==> src/rtl/fixed3_inv_responder.sv <==
// Fixed3 reciprocal responder: three parallel restoring dividers
// producing 1/x, 1/y, 1/z with symmetric saturation.
module fixed3_inv_responder #(
    parameter int WIDTH = 32,
    parameter int FRAC  = 16
) (
    input  logic               clk,
    input  logic               reset,
    input  logic               strobe,
    input  logic [3*WIDTH-1:0] v,
    output logic               busy,
    output logic               valid,
    output logic [3*WIDTH-1:0] ov,
    output logic [2:0]         div_zero
);

    localparam int ITER = 2*FRAC + 1;
    localparam int CW   = $clog2(ITER);
    localparam logic [WIDTH-1:0] SAT = {1'b0, {(WIDTH-1){1'b1}}};

    typedef enum logic [1:0] {IDLE, DIV, FIX} state_e;

    state_e             state_q, state_d;
    logic [CW-1:0]      cnt_q, cnt_d;
    logic [ITER-1:0]    dvd_q, dvd_d;
    logic [2:0]         sign_q, sign_d;
    logic [WIDTH-1:0]   mag_q [3];
    logic [WIDTH-1:0]   mag_d [3];
    logic [WIDTH:0]     rem_q [3];
    logic [WIDTH:0]     rem_d [3];
    logic [ITER-1:0]    quo_q [3];
    logic [ITER-1:0]    quo_d [3];
    logic [3*WIDTH-1:0] ov_q, ov_d;
    logic [2:0]         dz_q, dz_d;
    logic               valid_q, valid_d;

    logic [WIDTH-1:0]   comp;
    logic [WIDTH+1:0]   trial;
    logic [WIDTH-1:0]   res;

    always_comb begin
        state_d = state_q;
        cnt_d   = cnt_q;
        dvd_d   = dvd_q;
        sign_d  = sign_q;
        mag_d   = mag_q;
        rem_d   = rem_q;
        quo_d   = quo_q;
        ov_d    = ov_q;
        dz_d    = dz_q;
        valid_d = 1'b0;
        comp    = '0;
        trial   = '0;
        res     = '0;
        unique case (state_q)
            IDLE: begin
                if (strobe) begin
                    for (int k = 0; k < 3; k++) begin
                        comp      = v[k*WIDTH +: WIDTH];
                        sign_d[k] = comp[WIDTH-1];
                        mag_d[k]  = comp[WIDTH-1] ? -comp : comp;
                        rem_d[k]  = '0;
                        quo_d[k]  = '0;
                    end
                    dvd_d   = {1'b1, {(ITER-1){1'b0}}};
                    cnt_d   = '0;
                    state_d = DIV;
                end
            end
            DIV: begin
                // Dividend is shared: every lane divides 2^(2*FRAC).
                for (int k = 0; k < 3; k++) begin
                    trial = {rem_q[k], dvd_q[ITER-1]};
                    if (trial >= {2'b00, mag_q[k]}) begin
                        rem_d[k] = (WIDTH+1)'(trial - {2'b00, mag_q[k]});
                        quo_d[k] = {quo_q[k][ITER-2:0], 1'b1};
                    end else begin
                        rem_d[k] = (WIDTH+1)'(trial);
                        quo_d[k] = {quo_q[k][ITER-2:0], 1'b0};
                    end
                end
                dvd_d = dvd_q << 1;
                cnt_d = cnt_q + 1'b1;
                if (cnt_q == CW'(ITER-1)) begin
                    state_d = FIX;
                end
            end
            FIX: begin
                for (int k = 0; k < 3; k++) begin
                    dz_d[k] = 1'b0;
                    if (mag_q[k] == '0) begin
                        res     = SAT;
                        dz_d[k] = 1'b1;
                    end else if (quo_q[k] > ITER'(SAT)) begin
                        res = sign_q[k] ? -SAT : SAT;
                    end else begin
                        res = quo_q[k][WIDTH-1:0];
                        if (sign_q[k]) begin
                            res = -res;
                        end
                    end
                    ov_d[k*WIDTH +: WIDTH] = res;
                end
                valid_d = 1'b1;
                state_d = IDLE;
            end
            default: state_d = IDLE;
        endcase
    end

    always_ff @(posedge clk) begin
        if (reset) begin
            state_q <= IDLE;
            cnt_q   <= '0;
            dvd_q   <= '0;
            sign_q  <= '0;
            ov_q    <= '0;
            dz_q    <= '0;
            valid_q <= 1'b0;
            for (int k = 0; k < 3; k++) begin
                mag_q[k] <= '0;
                rem_q[k] <= '0;
                quo_q[k] <= '0;
            end
        end else begin
            state_q <= state_d;
            cnt_q   <= cnt_d;
            dvd_q   <= dvd_d;
            sign_q  <= sign_d;
            ov_q    <= ov_d;
            dz_q    <= dz_d;
            valid_q <= valid_d;
            for (int k = 0; k < 3; k++) begin
                mag_q[k] <= mag_d[k];
                rem_q[k] <= rem_d[k];
                quo_q[k] <= quo_d[k];
            end
        end
    end

    assign busy     = (state_q != IDLE);
    assign valid    = valid_q;
    assign ov       = ov_q;
    assign div_zero = dz_q;

endmodule

==> config.mk <==
export PLATFORM = sky130hd
export DESIGN_NAME = fixed3_inv_responder
export DESIGN_NICKNAME = d
export VERILOG_FILES = /design/src/rtl/fixed3_inv_responder.sv
export SDC_FILE = /design/constraint.sdc
export NUM_CORES = 1
export LEC_CHECK = 0
export CAP_MARGIN = 15
export CORE_UTILIZATION = 40
export CTS_BUF_LIST = sky130_fd_sc_hd__clkbuf_8
export DETAILED_ROUTE_END_ITERATION = 16
export PLACE_DENSITY_LB_ADDON = 0.25
export SLEW_MARGIN = 20
export SYNTH_ARGS = -nofsm -noshare
export SYNTH_HDL_FRONTEND = slang
export SYNTH_SLANG_ARGS = --single-unit
==> constraint.sdc <==
create_clock -name clk -period 3.65 [get_ports clk]
set_input_delay 0.73 -clock clk [delete_from_list [all_inputs] [get_ports clk]]
set_output_delay 0.73 -clock clk [all_outputs]
set_load 0.02 [all_outputs]
==> results.py, run 1 <==
metrics = {
    "outcome": {
        "outcome": "complete, no violations",
    },
    "floorplanning": {
        "dieHeight_um": 249.5,
        "die_area_um2": 62230,
        "start_util_pct": 40.51,
        "die_width_um": 249.5,
        "ios": 200,
        "core_um2": 60470,
        "rows": 90,
    },
    "clock_network": {
        "cts_tree": "yes",
        "cts_resized": 0,
        "cts-root-buf": "clkbuf_8",
        "post_cts_buffers": 0,
        "cts-buffers-inserted": 76,
        "clkSlewWorstSetupHoldPaths_ns": 0.06,
        "clock_sinks": 406,
        "worstSkewPairLatency_ns": 0.69,
        "hold_buffers": 0,
        "ctsLongestPathBuffers": 3,
        "htree_levels": 3,
    },
    "global_routing": {
        "grt_pass1_vias": 22484,
        "antenna_found_initial": 1,
        "grt.overflow.total": 0,
        "grt_pass1_wl_um": 115000,
        "track_usage_pct": 22.01,
        "grt_max_degree": 174,
    },
    "yosys": {
        "netlist_area_um2": 24500,
        "synth.distinct_cells": 79,
        "synth_top_area_share_pct": 33.18,
        "async_reset_ff_share_pct": 0,
        "synthesis.nets": 3335,
        "seq_area_frac_synth_pct": 33.18,
        "syn_inst": 3126,
        "synth-main-ff-cell": "dfxtp_1",
        "postSynthAreaPerCell_um2": 7.836,
        "yosysTopAreaCell": "dfxtp_1",
        "synth_edf_count": 0,
        "synth_area_leaders": "dfxtp_1 (33%), nor2_1 (5.5%), ha_1 (5.5%)",
        "yosysWarnings": 0,
        "synth-seq-cells": 406,
    },
    "place": {
        "dp_hpwl_um": 50760,
        "numPortBuffers": 199,
        "pre_cts_slack_ns": -0.1723,
        "place_congestion": 0.9305,
        "post_dp_cell_area_um2": 27390,
    },
    "critical_path": {
        "crit_type": "flop to flop",
        "critPathCaptureType": "flop",
        "cp-start-kind": "flop",
        "critPathMaxFanout": 11,
        "worstPathRequired_ns": 4.23,
        "arrival_ns": 3.96,
    },
    "cells_and_area": {
        "mostFrequentLayoutCells": "dfxtp_1 (406), nor2_1 (358), nand2_1 (263)",
        "nets": 3475,
        "nFillCells": 5858,
        "final_cell_area_um2": 29030,
        "synthToLayoutAreaGrowth_pct": 18.49,
        "layout_commonest_cell": "dfxtp_1",
        "final_util_pct": 48.00,
        "drive_above_1_share_pct": 8.005,
    },
    "detailed_routing": {
        "antenna_left": 0,
        "drt-initial-drc-count": 1397,
        "dr.pass1.iters": 6,
        "wirelength_um": 70700,
        "wl_met3_um": 3240,
        "wl_met2_um": 33460,
        "drt-met1-wl_um": 32250,
        "drc": 0,
        "wire_per_inst_um": 17.22,
        "viasPerCell": 5.726,
        "dr_total_vias": 23516,
        "top_layer": "met4",
    },
    "sta": {
        "fmax_ghz": 0.2957,
        "min_period_ns": 3.382,
        "finalMaxSlewViolations": 0,
        "fin_tns_setup_ns": 0,
        "rsz0062_at_grt": "no",
        "worstMarginPinSlew_ns": 1.032,
        "holdWs_ns": 0.4593,
        "relSlewSlack_pct": 30.96,
        "setup_viol": 0,
        "finalHoldViolations": 0,
        "skew_ns": 0.04620,
        "worst_slack_ns": 0.2681,
        "fin_crit_sh_pct": 92.65,
    },
    "worst_hold_path": {
        "hold_path.class": "input pin to flop",
    },
    "power_and_ir_drop": {
        "ir_drop_v": 0.0005562,
        "power_density_nw_per_um2": 513.5,
        "p_leak_nw": 11.32,
    },
    "run": {
        "cap_viol_max_count": 0,
    },
}
## per-layer routing
metal  up-vias  track usage (%)
li1      11680                -
met1     11112            28.28
met2       598            37.57
met3       126            3.567
met4         0            6.808
met5         -                0
## worst paths after layout
path / from / endpoint / slack [ns] / cells past startpoint
worst max-delay path: mag_q[59] / rem_q[57] / 0.27 / 9
worst min-delay path: reset / cnt_q[5] / 0.46 / 2
worst max register to register: mag_q[59] / rem_q[57] / 0.27 / 9
worst min register to register: rem_q[42] / rem_q[42] / 0.48 / 2
## where the power goes
group          switching [W]  leakage, nW  internal (W)
registers           0.000236         3.30       0.00468
logic                0.00318         7.13       0.00212
clock network        0.00206        0.893       0.00262
total                0.00548         11.3       0.00943
## layout make-up
cell class,count,area [um2],area share (%)
Multi-Input combinational cell,2367,15090,51.99
Sequential cell,406,8128,28.00
Timing Repair Buffer,276,2684,9.246
Clock buffer,97,1335,4.600
Tap cell,782,978.4,3.371
Inverter,139,521.8,1.798
Clock inverter,38,284.0,0.9785
Antenna cell,2,5.005,0.01724
## critical path, stage by stage, from the launching register on
cell and delay [ns]:
dfxtp_1 0.38, inv_1 0.10, ha_1 0.41, a211oi_1 0.28
nor2_1 0.12, o221a_2 0.28, o41ai_1 0.81, nor2_2 0.36
and2_0 0.26, a221o_1 0.28
## synth_stat cells (all sizes together) (5+ instances only)
cell type,instances
a21oi,241
or3,37
o211ai,13
or4,30
o22ai,32
o221ai,5
nand4b,6
a32oi,24
nand4,58
or2,17
o21bai,11
dfxtp,406
nor4,54
nor3,95
mux2i,33
a31oi,17
a211o,11
nand3,22
ha,107
o21ai,208
nor2b,24
a22o,92
nor2,364
a311oi,12
and2,8
buf,23
inv,138
o41ai,18
nand2b,16
o31ai,62
xnor2,87
clkbuf,192
xor2,117
nand2,264
a21boi,9
a211oi,156
and3,13
a21o,32
o21a,16
## cells by family after synthesis
group	after synthesis	share of synthesized area, %
xor+xnor	204	7.294
fa+ha+maj	110	5.710
compound gates	994	26.85
simple gates	1021	19.92
mux	37	1.532
buf+inv	354	5.516
flops	406	33.18
## registers in the layout (all words and copies together) (netlist names)
signal and flops:
cnt_q 6, rem_q 99, valid 1, mag_q 96, dvd_q 1, div_zero 3
quo_q 99, ov 96, sign_q 3, state_q 2
## through the flow
stage	instances	power, W
final	4107	0.01490
after global routing	4107	0.01581
after CTS	4104	0.01498
after detailed placement	3969	0.01023
after global placement	3969	0.01018
after floorplan	3126	0.008798
Note: power is estimated with default switching activity, not from simulation.
==> run 2: changes to the inputs <==
Settings changed: ABC_AREA set to 1.
==> run 2 against run 1 <==
The run now ends with DRC left. Register-to-register slack better by 0.39 ns. Sequential power is 10% higher. Non-clock buffer count is 42 lower. Utilization is 2.0 points lower. First-iteration DRC count is 55% higher. Sequential share of layout area is 3.8 points lower. Total power is 78% higher. Worst hold slack worse by 0.0013 ns. Count of clock-buffer cells in the layout is 3 higher. Sequential cell count stayed put. Combinational power grew to 3.1 times the previous value. Cell area is 16% higher. Critical endpoint is now rem_q[19].
==> results.py, run 2 <==
metrics = {
    "outcome": {
        "outcome": "finished, violations left",
        "violations": "DRC",
    },
    "cells_and_area": {
        "final_cells": 5857,
        "multiInputGateArea_um2": 17360,
        "drive_above_1_share_pct": 7.414,
        "nets": 5053,
        "mostFrequentLayoutCells": "nand2_1 (1193), inv_1 (766), dfxtp_1 (406)",
        "final_cell_area_um2": 33570,
        "ff_latch_area_um2": 8128,
        "nFillCells": 7726,
        "layout_commonest_cell": "nand2_1",
        "largest_registers": "quo_q: 99 flops, rem_q: 99 flops",
        "synthToLayoutAreaGrowth_pct": 13.94,
        "final_util_pct": 46.01,
    },
    "clock_network": {
        "cts_tree": "yes",
        "hold_buffers": 0,
        "clkSlewWorstSetupHoldPaths_ns": 0.06,
        "post_cts_buffers": 0,
        "clock_sinks": 406,
        "cts_resized": 0,
        "worstSkewPairLatency_ns": 0.69,
        "cts-root-buf": "clkbuf_8",
        "cts-buffers-inserted": 79,
        "ctsLongestPathBuffers": 3,
        "htree_levels": 3,
    },
    "detailed_routing": {
        "wire_per_inst_um": 16.11,
        "drc": 2,
        "dr.pass1.iters": 12,
        "viasPerCell": 5.157,
        "drt-initial-drc-count": 2159,
        "wirelength_um": 94340,
        "antenna_left": 0,
        "dr_total_vias": 30206,
    },
    "sta": {
        "skew_ns": 0.03578,
        "relSlewSlack_pct": 34.42,
        "finalHoldViolations": 0,
        "fin_tns_setup_ns": 0,
        "finalMaxSlewViolations": 0,
        "worstMarginPinSlew_ns": 0.9837,
        "setup_viol": 0,
        "min_period_ns": 2.988,
        "fin_crit_sh_pct": 81.85,
        "fmax_ghz": 0.3347,
        "rsz0062_at_grt": "no",
        "worst_slack_ns": 0.6623,
    },
    "yosys": {
        "synth.distinct_cells": 67,
        "yosysWarnings": 0,
        "netlist_top_cells_count": "nand2_1 (1194), inv_1 (751), dfxtp_1 (406)",
        "synth_edf_count": 0,
        "synth-seq-cells": 406,
        "yosysTopAreaCell": "dfxtp_1",
        "seq_area_frac_synth_pct": 27.59,
        "synth_area_leaders": "dfxtp_1 (28%), nand2_1 (15%), inv_1 (9.6%)",
        "synth.most_common_cell": "nand2_1",
        "postSynthAreaPerCell_um2": 6.246,
        "synthesis.nets": 4925,
        "synth_top_area_share_pct": 27.59,
        "netlist_area_um2": 29460,
        "async_reset_ff_share_pct": 0,
        "synth-main-ff-cell": "dfxtp_1",
        "syn_inst": 4716,
    },
    "place": {
        "dp_hpwl_um": 67770,
        "numPortBuffers": 199,
        "pre_cts_slack_ns": 0.6614,
        "post_dp_cell_area_um2": 31940,
        "place_congestion": 0.9524,
        "place_inst": 5722,
    },
    "critical_path": {
        "arrival_ns": 3.58,
        "cp-start-kind": "flop",
        "critPathCaptureType": "flop",
        "critPathMaxFanout": 34,
        "worstPathRequired_ns": 4.24,
        "crit_type": "flop to flop",
    },
    "floorplanning": {
        "rows": 99,
        "die_width_um": 273.4,
        "ios": 200,
        "dieHeight_um": 273.4,
        "start_util_pct": 40.38,
        "core_um2": 72960,
        "die_area_um2": 74730,
    },
    "power_and_ir_drop": {
        "p_leak_nw": 15.77,
        "power_density_nw_per_um2": 790.6,
        "ir_drop_v": 0.0009338,
    },
    "global_routing": {
        "antenna_found_initial": 6,
        "grt_pass1_vias": 28120,
        "track_usage_pct": 24.69,
        "grt.overflow.total": 0,
        "grt_pass1_wl_um": 149900,
        "grt_max_degree": 156,
    },
    "worst_hold_path": {
        "hold_path.class": "flop to flop",
    },
    "run": {
        "cap_viol_max_count": 0,
    },
}
-- run 2: changes by cell type in the layout (fill, tap and decap cells not counted), sizes merged, moves of 104 or more --
cell	change
a211oi	-155
a21oi	+117
inv	+638
nand2	+986
nand3	+360
nand4	+104
o21ai	+111
-- run 2: area by class of cell --
type / instances / area share [%]
Antenna cell: 2 / 0.01491
Clock buffer: 100 / 4.100
Clock inverter: 33 / 0.7232
Inverter: 775 / 8.704
Multi-Input combinational cell: 3348 / 51.72
Sequential cell: 406 / 24.21
Tap cell: 959 / 3.575
Timing Repair Buffer: 234 / 6.945
-- run 2: critical path, stage by stage (launching register included) --
cell and delay [ns]:
dfxtp_1 0.29, inv_1 0.06, ha_1 0.14, inv_1 0.06, fa_1 0.45, nand3_1 0.13
nand3_2 0.11, nand2_1 0.07, nand2_1 0.10, nand2_4 0.36, nand3_4 0.58, nand2_1 0.26
nand3_1 0.09, a21oi_1 0.14
-- run 2: worst paths after layout --
kind	startpoint	end	slack, ns	cells past startpoint
max	dvd_q[32]	rem_q[19]	0.66	13
min	rem_q[65]	rem_q[65]	0.46	2
max reg2reg	dvd_q[32]	rem_q[19]	0.66	13
min reg2reg	rem_q[65]	rem_q[65]	0.46	2
-- run 2: stage by stage --
step | total power [W] | hold slack (ns)
5_1_grt | 0.02887 | 0.4664
3_3_place_gp | 0.02158 | 0.4369
2_1_floorplan | 0.01849 | 0.4184
3_5_place_dp | 0.02163 | 0.4470
6_report | 0.02654 | 0.4580
4_1_cts | 0.02652 | 0.4572
-- run 2: logic make-up after synthesis --
group | Yosys count | share of synthesized area (%)
AO/OA/AOI/OAI | 797 | 15.21
XOR/XNOR | 99 | 2.943
adder cells (fa/ha/maj) | 110 | 4.749
buffers and inverters | 962 | 13.50
flip-flops | 406 | 27.59
AND/OR/NAND/NOR | 2342 | 36.01
-- run 2: layer usage --
| layer | share of wire (%) | wire length, um | track usage (%) |
|---|---|---|---|
| met1 | 47 | 44780 | 32.89 |
| met2 | 45 | 42110 | 40.42 |
| met3 | 5.1 | 4799 | 4.132 |
| met4 | 2.8 | 2616 | 7.792 |
| met5 | 0.040 | 38 | 0 |
-- run 2: report_power, final --
group	leakage, nW	internal (W)	total [W]	switching [W]
clock network	0.903	0.00261	0.00476	0.00214
registers	3.30	0.00498	0.00541	0.000436
logic	11.6	0.00549	0.0164	0.0109
